## config.mk

```make
export PLATFORM = sky130hd
export DESIGN_NAME = regfile_wb_sched
export DESIGN_NICKNAME = d
export VERILOG_FILES = /design/src/rtl/regfile_wb_sched.sv
export SDC_FILE = /design/constraint.sdc
export NUM_CORES = 1
export LEC_CHECK = 0
export BUFFER_PORTS_ARGS = -buffer_cell sky130_fd_sc_hd__buf_2
export CAP_MARGIN = 20
export CORE_UTILIZATION = 30
export CTS_BUF_LIST = sky130_fd_sc_hd__clkbuf_8
export DETAILED_ROUTE_END_ITERATION = 8
export PLACE_DENSITY_LB_ADDON = 0.05
export SLEW_MARGIN = 20
export SYNTH_ARGS = -nofsm -noshare
export SYNTH_HDL_FRONTEND = slang
export SYNTH_SLANG_ARGS = --single-unit
```

## constraint.sdc

```tcl
create_clock -name clk -period 3.6 [get_ports clk]
set_input_delay 0.9 -clock clk [delete_from_list [all_inputs] [get_ports clk]]
set_output_delay 0.9 -clock clk [all_outputs]
set_load 0.03 [all_outputs]
```

## src/rtl/regfile_wb_sched.sv

```systemverilog
// Writeback scheduler: round-robin arbitration of NUM_REQ writeback sources onto the
// single register-file write port, plus the pending-write scoreboard used for issue stalls.
module regfile_wb_sched #(
  parameter int NUM_REQ = 3,
  parameter int XLEN    = 64,
  parameter int RAW     = 5
) (
  input  logic                    clk,
  input  logic                    rst,
  input  logic [NUM_REQ-1:0]      req_valid,
  output logic [NUM_REQ-1:0]      req_ready,
  input  logic [NUM_REQ*RAW-1:0]  req_rd_addr,
  input  logic [NUM_REQ*XLEN-1:0] req_rd_data,
  input  logic                    iss_valid,
  input  logic [RAW-1:0]          iss_rd_addr,
  input  logic [RAW-1:0]          rs1_addr,
  input  logic [RAW-1:0]          rs2_addr,
  output logic                    rs1_busy,
  output logic                    rs2_busy,
  output logic [2**RAW-1:0]       busy_vec,
  output logic                    rf_wen,
  output logic [RAW-1:0]          rf_waddr,
  output logic [XLEN-1:0]         rf_wdata
);

  localparam int PTR_W = $clog2(NUM_REQ);
  localparam int NREG  = 2**RAW;

  logic [PTR_W-1:0] rr_ptr_q, rr_ptr_d;
  logic [NREG-1:0]  busy_q, busy_d;
  logic             rf_wen_q, rf_wen_d;
  logic [RAW-1:0]   rf_waddr_q, rf_waddr_d;
  logic [XLEN-1:0]  rf_wdata_q, rf_wdata_d;

  logic               gnt_vld;
  logic [PTR_W-1:0]   gnt_idx;
  logic [NUM_REQ-1:0] gnt_oh;
  logic [RAW-1:0]     gnt_addr;
  logic [XLEN-1:0]    gnt_data;

  // Requester index base+off, wrapped modulo NUM_REQ (off never exceeds NUM_REQ).
  function automatic logic [PTR_W-1:0] wrap_idx(input logic [PTR_W-1:0] base, input int off);
    int s;
    s = int'(base) + off;
    if (s >= NUM_REQ) s = s - NUM_REQ;
    return s[PTR_W-1:0];
  endfunction

  always_comb begin
    gnt_vld = 1'b0;
    gnt_idx = '0;
    gnt_oh  = '0;
    for (int k = 0; k < NUM_REQ; k++) begin
      if (!gnt_vld && req_valid[wrap_idx(rr_ptr_q, k)]) begin
        gnt_vld = 1'b1;
        gnt_idx = wrap_idx(rr_ptr_q, k);
      end
    end
    if (rst) gnt_vld = 1'b0;
    if (gnt_vld) gnt_oh[gnt_idx] = 1'b1;
  end

  assign gnt_addr  = req_rd_addr[gnt_idx*RAW +: RAW];
  assign gnt_data  = req_rd_data[gnt_idx*XLEN +: XLEN];
  assign req_ready = gnt_oh;

  // x0 writes retire the requester but are squashed before the register file.
  always_comb begin
    rr_ptr_d   = rr_ptr_q;
    rf_wen_d   = 1'b0;
    rf_waddr_d = rf_waddr_q;
    rf_wdata_d = rf_wdata_q;
    if (gnt_vld) begin
      rr_ptr_d   = wrap_idx(gnt_idx, 1);
      rf_wen_d   = (gnt_addr != '0);
      rf_waddr_d = gnt_addr;
      rf_wdata_d = gnt_data;
    end
  end

  // Clear applies first so a same-edge issue to the committing register stays busy.
  always_comb begin
    busy_d = busy_q;
    if (rf_wen_q) busy_d[rf_waddr_q] = 1'b0;
    if (iss_valid && (iss_rd_addr != '0)) busy_d[iss_rd_addr] = 1'b1;
    busy_d[0] = 1'b0;
  end

  always_ff @(posedge clk) begin
    if (rst) begin
      rr_ptr_q   <= '0;
      busy_q     <= '0;
      rf_wen_q   <= 1'b0;
      rf_waddr_q <= '0;
      rf_wdata_q <= '0;
    end else begin
      rr_ptr_q   <= rr_ptr_d;
      busy_q     <= busy_d;
      rf_wen_q   <= rf_wen_d;
      rf_waddr_q <= rf_waddr_d;
      rf_wdata_q <= rf_wdata_d;
    end
  end

  assign busy_vec = busy_q;
  assign rs1_busy = busy_q[rs1_addr];
  assign rs2_busy = busy_q[rs2_addr];
  assign rf_wen   = rf_wen_q;
  assign rf_waddr = rf_waddr_q;
  assign rf_wdata = rf_wdata_q;

endmodule

```

==> impl_metrics.ini, run 1 <==
[timing]
fin_crit_ns = 3.50
relSlewSlack_pct = 50.7
setup_violations = 0
timing.fmax_mhz = 286
fin_worst_skew_ns = 0.0132
setup_ws_ns = 0.100
final-hold-violation-count = 0
worst_pin_slew_ns = 0.737
min_period_over_period_pct = 97.2
slew_violations = 0

[cts]
clk_path_buf_depth = 2
clock-root-buffer = clkbuf_8
cts_tree = yes
clk_pin_slew_worst_paths_ns = 0.09
ctsHoldBuffers = 0
clk_latency_ns = 0.38
cts_max_level = 3
cts_buffers = 9
cts_sinks = 103

[critical_path]
worst_setup_path_start_kind = primary input
cp.required_ns = 2.70
critPathKind = primary input to output port
worstSetupEndpointType = output port
cp_max_fo = 9
worstPathArrival_ns = 2.60

[die]
ios = 335
dieArea_sq_um = 19700
die_y_um = 140
initial_utilization_pct = 30.6
num_rows = 50
die-width_um = 140
core_area_sq_um = 18800

[grt]
grt_antenna_before_repair = 6
grt_max_degree = 133
grt_pass1_wl_um = 33500
grt_pass1_vias = 6084
grt.overflow.total = 0
grt_usage_pct = 21.9

[run_status]
status = completed

[synth]
synth_edf_count = 0
ys_ff_latch = 103
ys.flop_type = dfxtp_1
syn_inst = 710
synth-warning-count = 0
netlist_area_sq_um = 5750
yosysSeqAreaShare_pct = 35.9
async_reset_ff_share_pct = 0
syn_nets = 944
synth_cell_types = 51
avgSynthCellArea_sq_um = 8.09
netlist_top_cells_area = dfxtp_1 (36%), nand2_1 (11%), a22o_1 (9.3%), mux4_2 (7.1%), a31oi_1 (6.5%)
yosysTopAreaCellShare_pct = 35.9
yosys.area.top_type = dfxtp_1

[layout]
finalNonFillerCells = 1252
drive_above_1_share_pct = 39.7
area_delta_synth_final_pct = 35.5
fin_nets = 1243

[placement]
hpwl_um = 16100
place_congestion = 0.814
dp.cells = 1230
pre_cts_slack_ns = 0.0880
portBuffers = 333

[routing]
ant_nets = 0
viasPerCell = 5.09
wl_um = 22000
vias = 6367
drc_errors = 0
drt-wirelength-per-cell_um = 17.5
wl_met1_um = 9130
top_layer_used = met5
drtIter0Drc = 304
first_pass_iters = 4
met3WireLength_um = 1530
wl_met2_um = 11000

[power_and_ir_drop]
ir_drop_mv = 0.691
p_per_area_nw_per_um2 = 838
p_leak_nw = 3.79

[hold_path]
hp-class = flop to flop

[job]
drv_cap = 0
[area by class of cell]
class	instances	area (sq um)
tap	234	293
clock buffer	10	138
timing repair buffer	349	1820
antenna	5	12.5
inverter	4	17.5
sequential	103	2060
multi-input combinational	542	3410
fill	2005	11000
clock inverter	5	26.3
[worst max-delay path: stages]
cell    delay [ns]
buf_2         0.24
mux4_2        0.53
mux4_2        0.48
mux2_2        0.27
buf_2         0.18
[kinds of logic (layout without fill, tap and decap cells)]
logic type | count (synthesis) | in the layout | synth area share [%]
other | 1 | 6 | 0.0653
AOI/OAI and AO/OA | 227 | 227 | 27.0
DFF | 103 | 103 | 35.9
and+or+nand+nor | 279 | 279 | 20.8
adders and majority gates | 6 | 6 | 1.31
buffers and inverters | 65 | 368 | 5.51
muxes | 29 | 29 | 9.45
[sequential cells by signal, indices dropped and copies added, names as in the netlist]
register / cells
rf_waddr: 5
busy_vec: 31
rf_wdata: 64
rr_ptr_q: 2
rf_wen: 1
[path summary, 6_finish.rpt]
check / cells after the start / slack, ns / end / start
max: 5 / 0.10 / rs2_busy / rs2_addr[0]
max reg2reg: 10 / 0.82 / rf_wdata[41] / rr_ptr_q[1]
min: 1 / 0.48 / rf_wdata[35] / rf_wdata[35]
min reg2reg: 1 / 0.48 / rf_wdata[35] / rf_wdata[35]
[cell usage after synthesis, drive strengths merged (5+ instances only)]
master    n
a21oi    42
clkbuf   30
buf      31
nand2   171
a22o     61
nor3b     5
nor2     71
a32oi     8
mux2i     5
mux2      6
o21ai    35
dfxtp   103
a21o      9
nand3b    8
a31oi    60
mux4     18
ha        6
[placed cells by master (no fill, tap or decap), types with 8 or more instances in the layout]
cell,n
a21o_1,9
a21oi_1,42
a22o_1,61
a31oi_1,60
a32oi_1,8
buf_2,333
buf_4,13
clkbuf_8,10
dfxtp_1,102
mux4_2,18
nand2_1,171
nand3b_1,8
nor2_1,70
o21ai_0,33
[where the power goes]
part	internal, mW	switching, mW
Combinational	1.54	2.63
Sequential	1.47	0.209
Clock	0.263	0.409
Total	3.28	3.25
[per-stage QoR]
stage	power [mW]	setup TNS, ns	util [%]	instance area, sq um	hold slack (ns)
CTS	6.58	0	41.3	7750	0.485
detailed placement	5.86	0	40.3	7560	0.459
floorplan	4.69	0	-	5750	0.523
global route	7.04	-0.0211	41.5	7780	0.495
global placement	5.88	0	40.3	7560	0.458
finish	6.53	0	41.5	7780	0.479
[routing by layer]
metal	global-route usage, %	vias up
li1	-	3162
met1	26.0	2944
met2	38.4	236
met3	6.56	23
met4	5.26	2
met5	0	-
[timing repair]
item | CTS | global route
cloned | 0 | 0
buffers inserted | 2 | 0
pin swaps | 1 | 0
resized for setup | 2 | 5
setup endpoints to repair | 2 | 3
No activity file was read; power rests on OpenSTA's default activity.
==> run 2, diff against run 1 <==
clock period = 3 ns   (was 3.6 ns; I/O delays follow)
==> impl_metrics.ini, run 2 (synthesized netlist as in run 1, its figures left out) <==
[die]
die_y_um = 140
num_rows = 50
core_area_sq_um = 18800
die-width_um = 140
dieArea_sq_um = 19700
initial_utilization_pct = 30.6
ios = 335

[cts]
ctsHoldBuffers = 0
cts_buffers = 9
cts_max_level = 3
clk_pin_slew_worst_paths_ns = 0.11
clock-root-buffer = clkbuf_8
clk_latency_ns = 0.39
cts_tree = yes
cts_sinks = 103
clk_path_buf_depth = 2

[timing]
fin_crit_ns = 3.09
final-hold-violation-count = 0
relSlewSlack_pct = 44.0
worst_pin_slew_ns = 0.838
slew_violations = 0
grt_setup_unrepaired = yes
fin_tns_setup_ns = -0.184
fin_worst_skew_ns = 0.0148
timing.fmax_mhz = 324
setup_violations = 3
min_period_over_period_pct = 103
setup_ws_ns = -0.0889

[critical_path]
cp.required_ns = 2.25
startpoint = rr_ptr_q[1]
cp_max_fo = 5
worst_setup_path_start_kind = flop
critPathKind = flop to output port
worstPathArrival_ns = 2.34
r2r-start = rr_ptr_q[0]
worstSetupEndpointType = output port

[power_and_ir_drop]
ir_drop_mv = 0.510
p_leak_nw = 3.88
intPower_mw = 4.02
finalPower_mw = 7.96
p_seq_share_pct = 25.4
switching_power_mw = 3.94
p_sw_share_pct = 49.5
p_comb_share_pct = 64.0
p_per_area_nw_per_um2 = 994
clock_power_share_pct = 10.6

[placement]
place_congestion = 0.859
hpwl_um = 15800
portBuffers = 333

[routing]
viasPerCell = 5.15
wl_um = 21500
drtIter0Drc = 351
first_pass_iters = 7
drc_errors = 0
ant_nets = 0
vias = 6499
drt-wirelength-per-cell_um = 17.1

[grt]
grt.overflow.total = 0
grt_pass1_wl_um = 32500
grt_usage_pct = 21.2
grt_max_degree = 133
grt_pass1_vias = 5982
grt_antenna_before_repair = 2

[layout]
area_delta_synth_final_pct = 39.4
multi_input_area_sq_um = 3430
layout_common_cells = buf_2 (326), nand2_1 (171), dfxtp_1 (101), nor2_1 (70), a22o_1 (61)
final_util_pct = 42.7
regArea_sq_um = 2070
drive_above_1_share_pct = 41.3
largest_reg_flops = 64
fin_nets = 1254
final_common_cell = buf_2
n_fill_cell = 1998

[job]
drv_cap = 0

[hold_path]
hp-class = flop to flop
hp-start = rf_wdata[26]

[run_status]
violations = negative setup slack
status = finished, violations left
==> run 2: worst paths after layout <==
path | to | slack (ns) | cells after the start
max | req_ready[2] | -0.09 | 10
max reg2reg | rf_wdata[57] | 0.49 | 10
min | rf_wdata[26] | 0.48 | 1
min reg2reg | rf_wdata[26] | 0.48 | 1
==> run 2: cell type report <==
cell class,instances,area share [%]
antenna,2,0.0625
clock buffer,9,1.55
clock inverter,7,0.687
inverter,4,0.203
multi-input combinational,542,42.8
sequential,103,25.8
tap,234,3.66
timing repair buffer,360,25.2
==> run 2: power by group through the flow <==
stage               Sequential [mW]  Clock (mW)  Combinational (mW)
finish                         2.02       0.847                5.09
detailed placement             2.02           0                5.06
global route                   2.08       0.939                5.55
floorplan                      2.68           0                2.95
CTS                            2.02       0.885                5.15
global placement               2.03           0                5.07
==> run 2: metal layers <==
layer / vias to the layer above / global-route usage [%] / share of wire (%)
met5: - / 0 / 0
met2: 259 / 37.8 / 51
met4: 0 / 6.25 / 1.5
li1: 3189 / - / -
met3: 25 / 4.24 / 6.5
met1: 3026 / 25.5 / 41
==> run 2: metrics by stage <==
stage | area [sq um] | setup slack, ns | hold WS, ns | cells
after floorplan | 5760 | -0.00180 | 0.523 | 710
after global placement | 7650 | -0.202 | 0.456 | 1240
after detailed placement | 7650 | -0.207 | 0.458 | 1240
after CTS | 7970 | -0.127 | 0.489 | 1258
after global routing | 8010 | -0.199 | 0.498 | 1259
final | 8010 | -0.0889 | 0.482 | 1261
==> run 2: timing repair <==
| action | CTS | global route |
|---|---|---|
| gates cloned | 1 | 1 |
| endpoints found under the setup margin | 5 | 5 |
| gates resized for setup | 32 | 2 |
| setup buffers | 1 | 0 |
| pin swaps | 3 | 3 |
==> run 2: critical path: stages (launching register included) <==
cell and delay (ns):
dfxtp_4 0.39, inv_2 0.05, ha_4 0.18, mux2i_2 0.17, o21ai_2 0.18, nor2_1 0.05
mux2_2 0.26, a22o_1 0.22, ha_1 0.17, and2_1 0.14, buf_6 0.14
